--- config.mk ---
export PLATFORM = sky130hd
export DESIGN_NAME = blackbox_monitor
export DESIGN_NICKNAME = d
export VERILOG_FILES = /design/src/rtl/blackbox_monitor.sv
export SDC_FILE = /design/constraint.sdc
export NUM_CORES = 1
export LEC_CHECK = 0
export ABC_AREA = 1
export CORE_UTILIZATION = 40
export CTS_CLUSTER_DIAMETER = 30
export CTS_CLUSTER_SIZE = 40
export DETAILED_ROUTE_END_ITERATION = 10
export HOLD_SLACK_MARGIN = 0.05
export PLACE_DENSITY = 0.68
export SYNTH_ARGS = -nofsm -noshare
export SYNTH_HDL_FRONTEND = slang
export SYNTH_SLANG_ARGS = --single-unit
--- constraint.sdc ---
create_clock -name clk -period 1.4 [get_ports clk]
set_input_delay 0.21 -clock clk [delete_from_list [all_inputs] [get_ports clk]]
set_output_delay 0.21 -clock clk [all_outputs]
set_load 0.02 [all_outputs]
--- src/rtl/blackbox_monitor.sv ---
// Debounces the sampled blackbox output l, strobes its rising edges and keeps a
// saturating rise count with a sticky threshold alarm. All outputs are registered.
module blackbox_monitor #(
  parameter int STABLE = 3,
  parameter int CNT_W  = 8,
  parameter int THRESH = 4
) (
  input  logic             clk,
  input  logic             reset_n,
  input  logic             l_in,
  input  logic             sample_en,
  input  logic             clear,
  output logic             l_stable,
  output logic             rise_pulse,
  output logic [CNT_W-1:0] rise_count,
  output logic             alarm
);

  localparam int RUN_W = (STABLE < 1) ? 1 : $clog2(STABLE + 1);
  localparam logic [RUN_W-1:0] RUN_LAST   = RUN_W'(STABLE - 1);
  localparam logic [CNT_W-1:0] CNT_THRESH = CNT_W'(THRESH);
  localparam logic [CNT_W-1:0] CNT_MAX    = '1;

  logic             stable_q, stable_d;
  logic [RUN_W-1:0] run_q, run_d;
  logic             pulse_q, pulse_d;
  logic [CNT_W-1:0] count_q, count_d;
  logic             alarm_q, alarm_d;
  logic             differs, flip, rise;

  assign differs = sample_en && (l_in != stable_q);
  assign flip    = differs && (run_q == RUN_LAST);
  assign rise    = flip && !stable_q;

  always_comb begin
    stable_d = stable_q;
    run_d    = run_q;
    count_d  = count_q;
    alarm_d  = alarm_q;
    // The strobe lasts one cycle even if the next edge is a sampling stall.
    pulse_d  = rise;

    if (flip) begin
      stable_d = ~stable_q;
    end

    if (clear) begin
      run_d   = '0;
      count_d = '0;
      alarm_d = 1'b0;
    end else begin
      if (sample_en) begin
        if (!differs || flip) begin
          run_d = '0;
        end else begin
          run_d = run_q + RUN_W'(1);
        end
      end
      if (rise && (count_q != CNT_MAX)) begin
        count_d = count_q + CNT_W'(1);
      end
      if (rise && (count_d == CNT_THRESH)) begin
        alarm_d = 1'b1;
      end
    end
  end

  always_ff @(posedge clk) begin
    if (!reset_n) begin
      stable_q <= 1'b0;
      run_q    <= '0;
      pulse_q  <= 1'b0;
      count_q  <= '0;
      alarm_q  <= 1'b0;
    end else begin
      stable_q <= stable_d;
      run_q    <= run_d;
      pulse_q  <= pulse_d;
      count_q  <= count_d;
      alarm_q  <= alarm_d;
    end
  end

  assign l_stable   = stable_q;
  assign rise_pulse = pulse_q;
  assign rise_count = count_q;
  assign alarm      = alarm_q;

endmodule

---- After elaboration in Yosys (flattened, before gate mapping) ----
Index checks and enable logic that the tools add are counted.
W data, S select, Z words.
storage, ports and cells
  register bits after elaboration ......... 13
  bits in latches ......................... 0
  bits in writable memories ............... 0
  ROM bits ................................ 0
  word-level logic and storage cells ...... 25
  memories kept ........................... 0
cells by class
  add/subtract/negate cells ............... 2
  multiply operators ...................... 0
  div/mod/pow operators ................... 0
  magnitude comparators ................... 0
  equal/unequal tests ..................... 4
  shifts and indexed selects .............. 0
  multiplexer cells ....................... 3
  bitwise gates (word level) .............. 2
  reduce and logical (&&, ||, !) cells .... 9
operator list
  operator               count
  $mux W8                2
  $add A8 B1 Y8 const B  1
  $eq A8 B3 Y1 const B   1
  $ne A8 B8 Y1 const B   1
  $logic_and A1 B1 Y1    5
  $add A2 B1 Y2 const B  1
  $eq A2 B2 Y1 const B   1
  $logic_not A1 Y1       2
  $mux W2                1
  $not A1 Y1             2
  $reduce_or A2 Y1       1
  $logic_or A1 B1 Y1     1
  $ne A1 B1 Y1           1

---- Depth between registers and ports, before layout ----
Gate-level depths: netlist (run 1).
  depth after elaboration ................. 9
  mapped depth ............................ 12

---- Least setup slack after synthesis (run 1) ----
No wires, ideal clock.
  path kind ............................... flip-flop to flip-flop
  start point ............................. register count_q[0] (netlist: rise_count[0])
  end point ............................... register alarm_q (netlist: alarm)
  library setup time ...................... 67 ps
  arrival ................................. 1549 ps
  required time ........................... 1333 ps
  setup slack ............................. -217 ps
  cell stages (with the launch flop) ...... 12
  period minus slack after synthesis ...... 1617 ps
  cell sequence ........................... dfxtp_1 -> ha_1 -> nand2_2 -> nor2_4 -> nand2_4 -> nand2_4 -> nand2_1 -> nand2_1 -> inv_2 -> nor2_1 -> nand3_1 -> a21oi_2
on the way
  longest elaborated chain between the ends .. 6
ends and longest elaborated chain
  what                                                   line  RTL
  start, declared                                        27    logic [CNT_W-1:0] count_q, count_d;
  start signal, assigned                                 79    count_q <= count_d;
  branches (longest 2 deep; another with $add A8 B1 Y8)  -
  $mux W8 *                                              59    if (rise && (count_q != CNT_MAX)) begin
  $mux W8 *                                              47    if (clear) begin
  $eq A8 B3 Y1 *                                         62    if (rise && (count_d == CNT_THRESH)) begin
  $logic_and A1 B1 Y1 *                                  62
  end signal, assigned                                   80    alarm_q <= alarm_d;
  end, declared                                          28    logic alarm_q, alarm_d;
Mark *: on every way between the ends. The select of a mux whose other input is x is not followed.
A chain may end at the register's enable or synchronous reset.

---- Final worst setup path (run 1) ----
  start point ............................. register run_q[0]
  end point ............................... register alarm_q (netlist: alarm)
on the way
  longest elaborated chain between the ends .. 8
ends and longest elaborated chain
  what                    line  RTL
  start, declared         25    logic [RUN_W-1:0] run_q, run_d;
  start signal, assigned  77    run_q <= run_d;
  $eq A2 B2 Y1 *          32    assign flip = differs && (run_q == RUN_LAST);
  $logic_and A1 B1 Y1 *   32
  $logic_and A1 B1 Y1 *   33    assign rise = flip && !stable_q;
  $logic_and A1 B1 Y1     59
  $mux W8                 59
  $mux W8                 47
  $eq A8 B3 Y1            62
  $logic_and A1 B1 Y1 *   62
Mark *: on every way between the ends. The rest lies on a longest branch, timed or not. The select of a mux whose other input is x is not followed.

==> key figures, run 1 <==
STA
  – # setup viols final: 6
  – Final hold viol count: 0
  – Final setup margin: -239 ps
  – Final period util: 117%
  – Max Slew Vio Count: 0
  – Max Clock Freq: 610 MHz
  – RSZ-0062 raised after global routing: yes
  – Final Skew: 6.66 ps
  – Final worst path period need: 1640 ps
  – Sum Neg Setup Slack: -690 ps
  – Worst hold slack: 454 ps
  – Worst slew pin tran: 392 ps
  – Slew margin rel.: 73.8%

Status
  – Violated checks: negative setup slack
  – Status: complete, but fails checks

Layout
  – Area Overhead vs Synth: 68.5%
  – Layout Nets: 169
  – Share of layout cells above drive strength 1: 39.1%
  – Final cell utilization of the core: 72.5%
  – Finished Layout Cells: 186
  – Inserted Diodes: 0

Synthesis
  – Warnings from Yosys: 0
  – Sequential share of the synthesized area: 35.0%
  – Yosys reg bits: 13
  – Top-count cell post-synth: nand2_1
  – Cell variety after synth: 21
  – Post-synth top area cell: dfxtp_1
  – EDFF count, synth: 0
  – Cells after Synth: 115
  – Synth top area share: 35.0%
  – Synth top area cells: dfxtp_1 (35%), nand2_1 (17%), inv_1 (9.1%), nor2_1 (6.6%), a21oi_1 (4.0%)
  – Mapped Avg Cell Area: 6.46 µm²
  – Syn Nets: 122
  – Ys async rst share: 0%
  – Main synth FF type: dfxtp_1
  – Post-synth top cells: nand2_1 (34), inv_1 (18), dfxtp_1 (13), nor2_1 (13)
  – Cell Area, Synth: 743 µm²

Critical path
  – Register-to-register path setup slack: -240 ps
  – WP data arrival: 1860 ps
  – Crit start category: register
  – Required time worst endpoint: 1620 ps
  – Worst-path fanout max: 6
  – Crit. End Element: register
  – Worst Path Class, Setup: reg2reg

Route
  – 1st-pass router iterations: 4
  – DR DRC count: 0
  – Total number of vias: 895
  – Antenna-violating nets left: 0
  – Routed WL: 2.30 mm
  – DR WL/cell: 12.4 µm
  – Vias per cell: 4.81
  – Starting DRT DRC Count: 24

Power
  – PwrDens: 514 mW/mm²
  – LEAKAGE: 0.645 nW
  – VDD IR-drop max: 0.521 mV

CTS
  – TritonCTS Buffers: 3
  – Clk root buf: clkbuf_4
  – Sink Count: 13
  – TritonCTS clock tree: yes
  – CTS H-Tree Depth: 1
  – Worst-skew pair later-pin latency: 290 ps
  – Clk buf depth: 2
  – CTS clk-pin slew, worst paths: 80 ps

Floorplan
  – Core Region: 0.00173 mm²
  – Initial Utilization: 43.0%
  – Top-level I/O count: 16
  – Die W: 45.1 µm
  – DIE HEIGHT: 45.1 µm
  – Rows: 15
  – Die ar.: 0.00203 mm²

Global routing
  – Global-route wire length before repair: 2.97 mm
  – Total track usage: 21.6%
  – Initial antenna violation count: 0
  – Largest net degree at the start of global routing: 12
  – Vias in the first global route: 685
  – Grt ovf: 0

Placed design
  – HPWL after DPL: 1.40 mm
  – Port Buffers: 15
  – Pre-CTS WS: -355 ps
  – Routability cong.: 0.888
  – Placed instance count: 173

Min path
  – Worst min path class: reg2reg

Flow run
  – Max-cap violations: 0
flip-flops by register name, summed over array words and instances (netlist names):
name and flops:
rise_count 8, run_q 2, alarm 1, l_stable 1, rise_pulse 1
per-stage QoR:
| stage | power (mW) | instance area (µm²) |
|---|---|---|
| 6_report | 0.643 | 1250 |
| 5_1_grt | 0.667 | 1250 |
| 4_1_cts | 0.650 | 1130 |
| 3_5_place_dp | 0.409 | 1090 |
| 3_3_place_gp | 0.408 | 1090 |
| 2_1_floorplan | 0.389 | 772 |
cell families (layout without fill, tap and decap cells):
logic type                 Yosys count  in the layout  synth area share [%]
and+or+nand+nor                     66             66                  41.1
adders and majority gates            2              2                  3.37
DFF                                 13             13                  35.0
AOI/OAI and AO/OA                   10             10                  7.58
buffers and inverters               23             69                  11.8
xor gates and xnor gates             1              1                  1.18
placed cells by master, fill, tap and decap left out, types with 3 or more instances in the layout:
| master | n |
|---|---|
| dlygate4sd2_1 | 11 |
| inv_1 | 17 |
| nand2_1 | 32 |
| clkbuf_4 | 3 |
| nand4_1 | 3 |
| a21oi_1 | 6 |
| inv_2 | 4 |
| dfxtp_2 | 4 |
| nor2_2 | 5 |
| nand3_2 | 3 |
| nor2_1 | 10 |
| dfxtp_1 | 7 |
| nand3_1 | 3 |
| nand2_2 | 3 |
| clkdlybuf4s50_1 | 4 |
| buf_4 | 28 |
repair_timing:
item | 4_1_cts | 5_1_grt
endpoints found under the setup margin | 15 | 9
setup buffers | 3 | 6
pin swaps | 1 | 10
resized for setup | 12 | 18
gates cloned | 0 | 0
hold buffers | 0 | 0
area by class of cell:
class                           count  area (µm²)
Sequential cell                    13         273
Clock buffer                        4        26.3
Timing Repair Buffer               43         347
Inverter                           22        85.1
Multi-Input combinational cell     79         490
Tap cell                           25        31.3
Fill cell                         139         474
worst max-delay path, stage by stage, from the launching register on:
cell and delay, ps:
dfxtp_2 340, inv_2 50, ha_4 150, nand4_1 140, inv_4 90, buf_4 150
nand3_2 50, nand2_1 80, nand2_1 100, nand2_1 70, nor2_2 150, nand3_2 80
a21oi_2 130
routing by layer:
layer	vias to the layer above	part of all wire, %	wire length [µm]	global-route usage (%)
met5	-	0	0	0
met4	0	1.5	34	10.9
met3	2	5.3	123	6.00
met2	34	50	1150	34.8
met1	414	43	990	26.2
li1	445	-	-	-
power by group:
group	internal (mW)	switching [mW]	total [mW]
Sequential	0.367	0.000716	0.367
Clock	0.111	0.129	0.240
Combinational	0.0186	0.0176	0.0362
worst paths after layout:
kind                 to  depth (start not counted)  startpoint
hold / removal    alarm                          2       alarm
setup / recovery  alarm                         12    run_q[0]
hold reg to reg   alarm                          2       alarm
setup reg to reg  alarm                         12    run_q[0]
(Power assumes the default switching activity.)
==> inputs of run 2 (changes only) <==
--- a/config.mk
+++ b/config.mk
@@ -10,7 +10,9 @@
 export CTS_CLUSTER_DIAMETER = 30
 export CTS_CLUSTER_SIZE = 40
 export DETAILED_ROUTE_END_ITERATION = 10
+export GPL_TIMING_DRIVEN = 0
 export HOLD_SLACK_MARGIN = 0.05
+export MAX_ROUTING_LAYER = met4
 export PLACE_DENSITY = 0.68
 export SYNTH_ARGS = -nofsm -noshare
 export SYNTH_HDL_FRONTEND = slang
==> key figures, run 2 (same netlist as run 1, synthesis figures left out) <==
Floorplan
  – Rows: 15 (unchanged)
  – Initial Utilization: 43.0% (unchanged)
  – Die ar.: 0.00203 mm² (unchanged)
  – Die W: 45.1 µm (unchanged)
  – DIE HEIGHT: 45.1 µm (unchanged)
  – Core Region: 0.00173 mm² (unchanged)
  – Top-level I/O count: 16 (unchanged)

Route
  – DR WL/cell: 10.5 µm (was 12.4 µm)
  – Antenna-violating nets left: 0 (unchanged)
  – Vias per cell: 4.58 (was 4.81)
  – DR DRC count: 0 (unchanged)
  – 1st-pass router iterations: 4 (unchanged)
  – Routed WL: 1.76 mm (was 2.30 mm)
  – Starting DRT DRC Count: 47 (was 24)
  – Total number of vias: 770 (was 895)

CTS
  – Clk buf depth: 2 (unchanged)
  – CTS Hold Buffers Added: 0 (unchanged)
  – Worst-skew pair later-pin latency: 280 ps (was 290 ps)
  – Sink Count: 13 (unchanged)
  – CTS H-Tree Depth: 1 (unchanged)
  – CTS clk-pin slew, worst paths: 80 ps (about the same)
  – TritonCTS Buffers: 3 (unchanged)
  – TritonCTS clock tree: yes (unchanged)
  – Clk root buf: clkbuf_4 (unchanged)

STA
  – Final hold viol count: 0 (unchanged)
  – # setup viols final: 1 (was 6)
  – Worst slew pin tran: 433 ps (was 392 ps)
  – Final worst path period need: 1570 ps (was 1640 ps)
  – Sum Neg Setup Slack: -171 ps (was -690 ps)
  – Slew margin rel.: 71.1% (was 73.8%)
  – Final Skew: 7.63 ps (was 6.66 ps)
  – Final setup margin: -171 ps (was -239 ps)
  – Final period util: 112% (was 117%)
  – Max Slew Vio Count: 0 (unchanged)
  – Max Clock Freq: 636 MHz (was 610 MHz)
  – Worst hold slack: 465 ps (was 454 ps)
  – RSZ-0062 raised after global routing: yes (unchanged)

Critical path
  – Worst Path Class, Setup: reg2reg (unchanged)
  – R2R cell count: 12 (unchanged)
  – Worst-path fanout max: 8 (was 6)
  – WP data arrival: 1780 ps (was 1860 ps)
  – Register-to-register path setup slack: -170 ps (was -240 ps)
  – Required time worst endpoint: 1610 ps (was 1620 ps)
  – Crit. End Element: register (unchanged)
  – Worst r2r src: run_q[0] (unchanged)
  – Crit start category: register (unchanged)
  – FF-to-FF End: alarm (unchanged)

Flow run
  – Max-cap violations: 0 (unchanged)

Global routing
  – Largest net degree at the start of global routing: 11 (was 12)
  – Total track usage: 20.9% (was 21.6%)
  – Global-route wire length before repair: 2.86 mm (was 2.97 mm)
  – Vias in the first global route: 667 (was 685)
  – Initial antenna violation count: 0 (unchanged)
  – Grt ovf: 0 (unchanged)

Layout
  – Inserted Diodes: 0 (unchanged)
  – Share of layout cells above drive strength 1: 28.7% (was 39.1%)
  – Most frequent cells in the layout: nand2_1 (32), inv_1 (17), nor2_1 (11), dlygate4sd2_1 (11), buf_4 (8) (was nand2_1 (32), buf_4 (28), inv_1 (17))
  – Commonest non-fill, non-tap cell in the layout: nand2_1 (unchanged)
  – Final instance area: 0.00109 mm² (was 0.00125 mm²)
  – Area Overhead vs Synth: 47.1% (was 68.5%)
  – Finished Layout Cells: 168 (was 186)
  – Layout Nets: 151 (was 169)
  – Fill cell count: 155 (was 139)
  – Max FFs per register: 8 (unchanged)

Placed design
  – Port Buffers: 15 (unchanged)
  – Placed instance count: 155 (was 173)
  – Area post-placement: 953 µm² (was 0.00109 mm²)
  – Routability cong.: 0.851 (was 0.888)
  – HPWL after DPL: 1.15 mm (was 1.40 mm)

Min path
  – Worst hold path endpoint: alarm (unchanged)
  – Hold wc startpoint: alarm (unchanged)
  – Worst min path class: reg2reg (unchanged)
  – WHS Path Cells: 2 (unchanged)

Power
  – Sw Ratio: 22.7% (was 22.9%)
  – Part of the power in registers: 57.4% (was 57.1%)
  – Total power: 0.640 mW (was 0.643 mW)
  – PwrDens: 585 mW/mm² (was 514 mW/mm²)
  – LEAKAGE: 0.544 nW (was 0.645 nW)
  – VDD IR-drop max: 0.602 mV (was 0.521 mV)
  – Comb power frac: 5.5% (was 5.6%)
  – Sw power: 0.145 mW (was 0.147 mW)
  – Clock power frac: 37.1% (was 37.3%)
  – Internal: 0.495 mW (was 0.496 mW)

Status
  – Status: complete, but fails checks (unchanged)
  – Violated checks: negative setup slack (unchanged)
run 2: how the worst max path moves through the flow:
stage / start / end / slack [ps] / cells past startpoint
2_1_floorplan: run_q[0] / alarm / -20 / 11
3_3_place_gp: l_in / alarm / -450 / 11
3_5_place_dp: l_in / alarm / -440 / 11
4_1_cts: run_q[0] / alarm / -160 / 12
5_1_grt: run_q[0] / alarm / -300 / 12
6_report: run_q[0] / alarm / -170 / 12
run 2: cell type report:
type,instances,area [µm²],area share [%]
Multi-Input combinational cell,79,467,42.7
Sequential cell,13,273,24.9
Timing Repair Buffer,24,208,19.0
Inverter,22,85.1,7.78
Tap cell,25,31.3,2.86
Clock buffer,4,26.3,2.40
Buffer,1,3.75,0.343
run 2: layer usage:
layer / vias up / global-route usage (%) / part of all wire [%]
met1: 345 / 27.2 / 46
met5: - / - / 0
met3: 2 / 3.60 / 3.6
li1: 410 / - / -
met2: 13 / 29.9 / 49
met4: 0 / 12.7 / 1.1
run 2: power groups by stage:
stage / combinational (mW) / clock (mW) / sequential (mW)
floorplan: 0.0129 / 0 / 0.376
global placement: 0.0282 / 0 / 0.376
detailed placement: 0.0286 / 0 / 0.376
CTS: 0.0310 / 0.240 / 0.368
global route: 0.0391 / 0.267 / 0.368
finish: 0.0351 / 0.237 / 0.368
run 2: per-stage QoR:
stage          worst slack, ps  utilization [%]
2_1_floorplan            -17.8                -
3_5_place_dp              -439             55.2
5_1_grt                   -296             63.3
4_1_cts                   -159             59.3
3_3_place_gp              -446             55.2
6_report                  -171             63.3
run 2: repair_timing:
action | CTS | global route
pin swaps | 5 | 6
endpoints found under the setup margin | 14 | 4
resized for setup | 15 | 11
buffers inserted | 6 | 3
run 2: critical path: stages, from the launching register on:
cell	delay, ps
dfxtp_2	330
inv_2	70
ha_4	120
nand4_1	160
inv_4	170
nand2_8	90
nand2_1	60
nand2_1	50
inv_1	70
nand2_1	60
nor2_2	110
nand3_2	90
a21oi_2	110
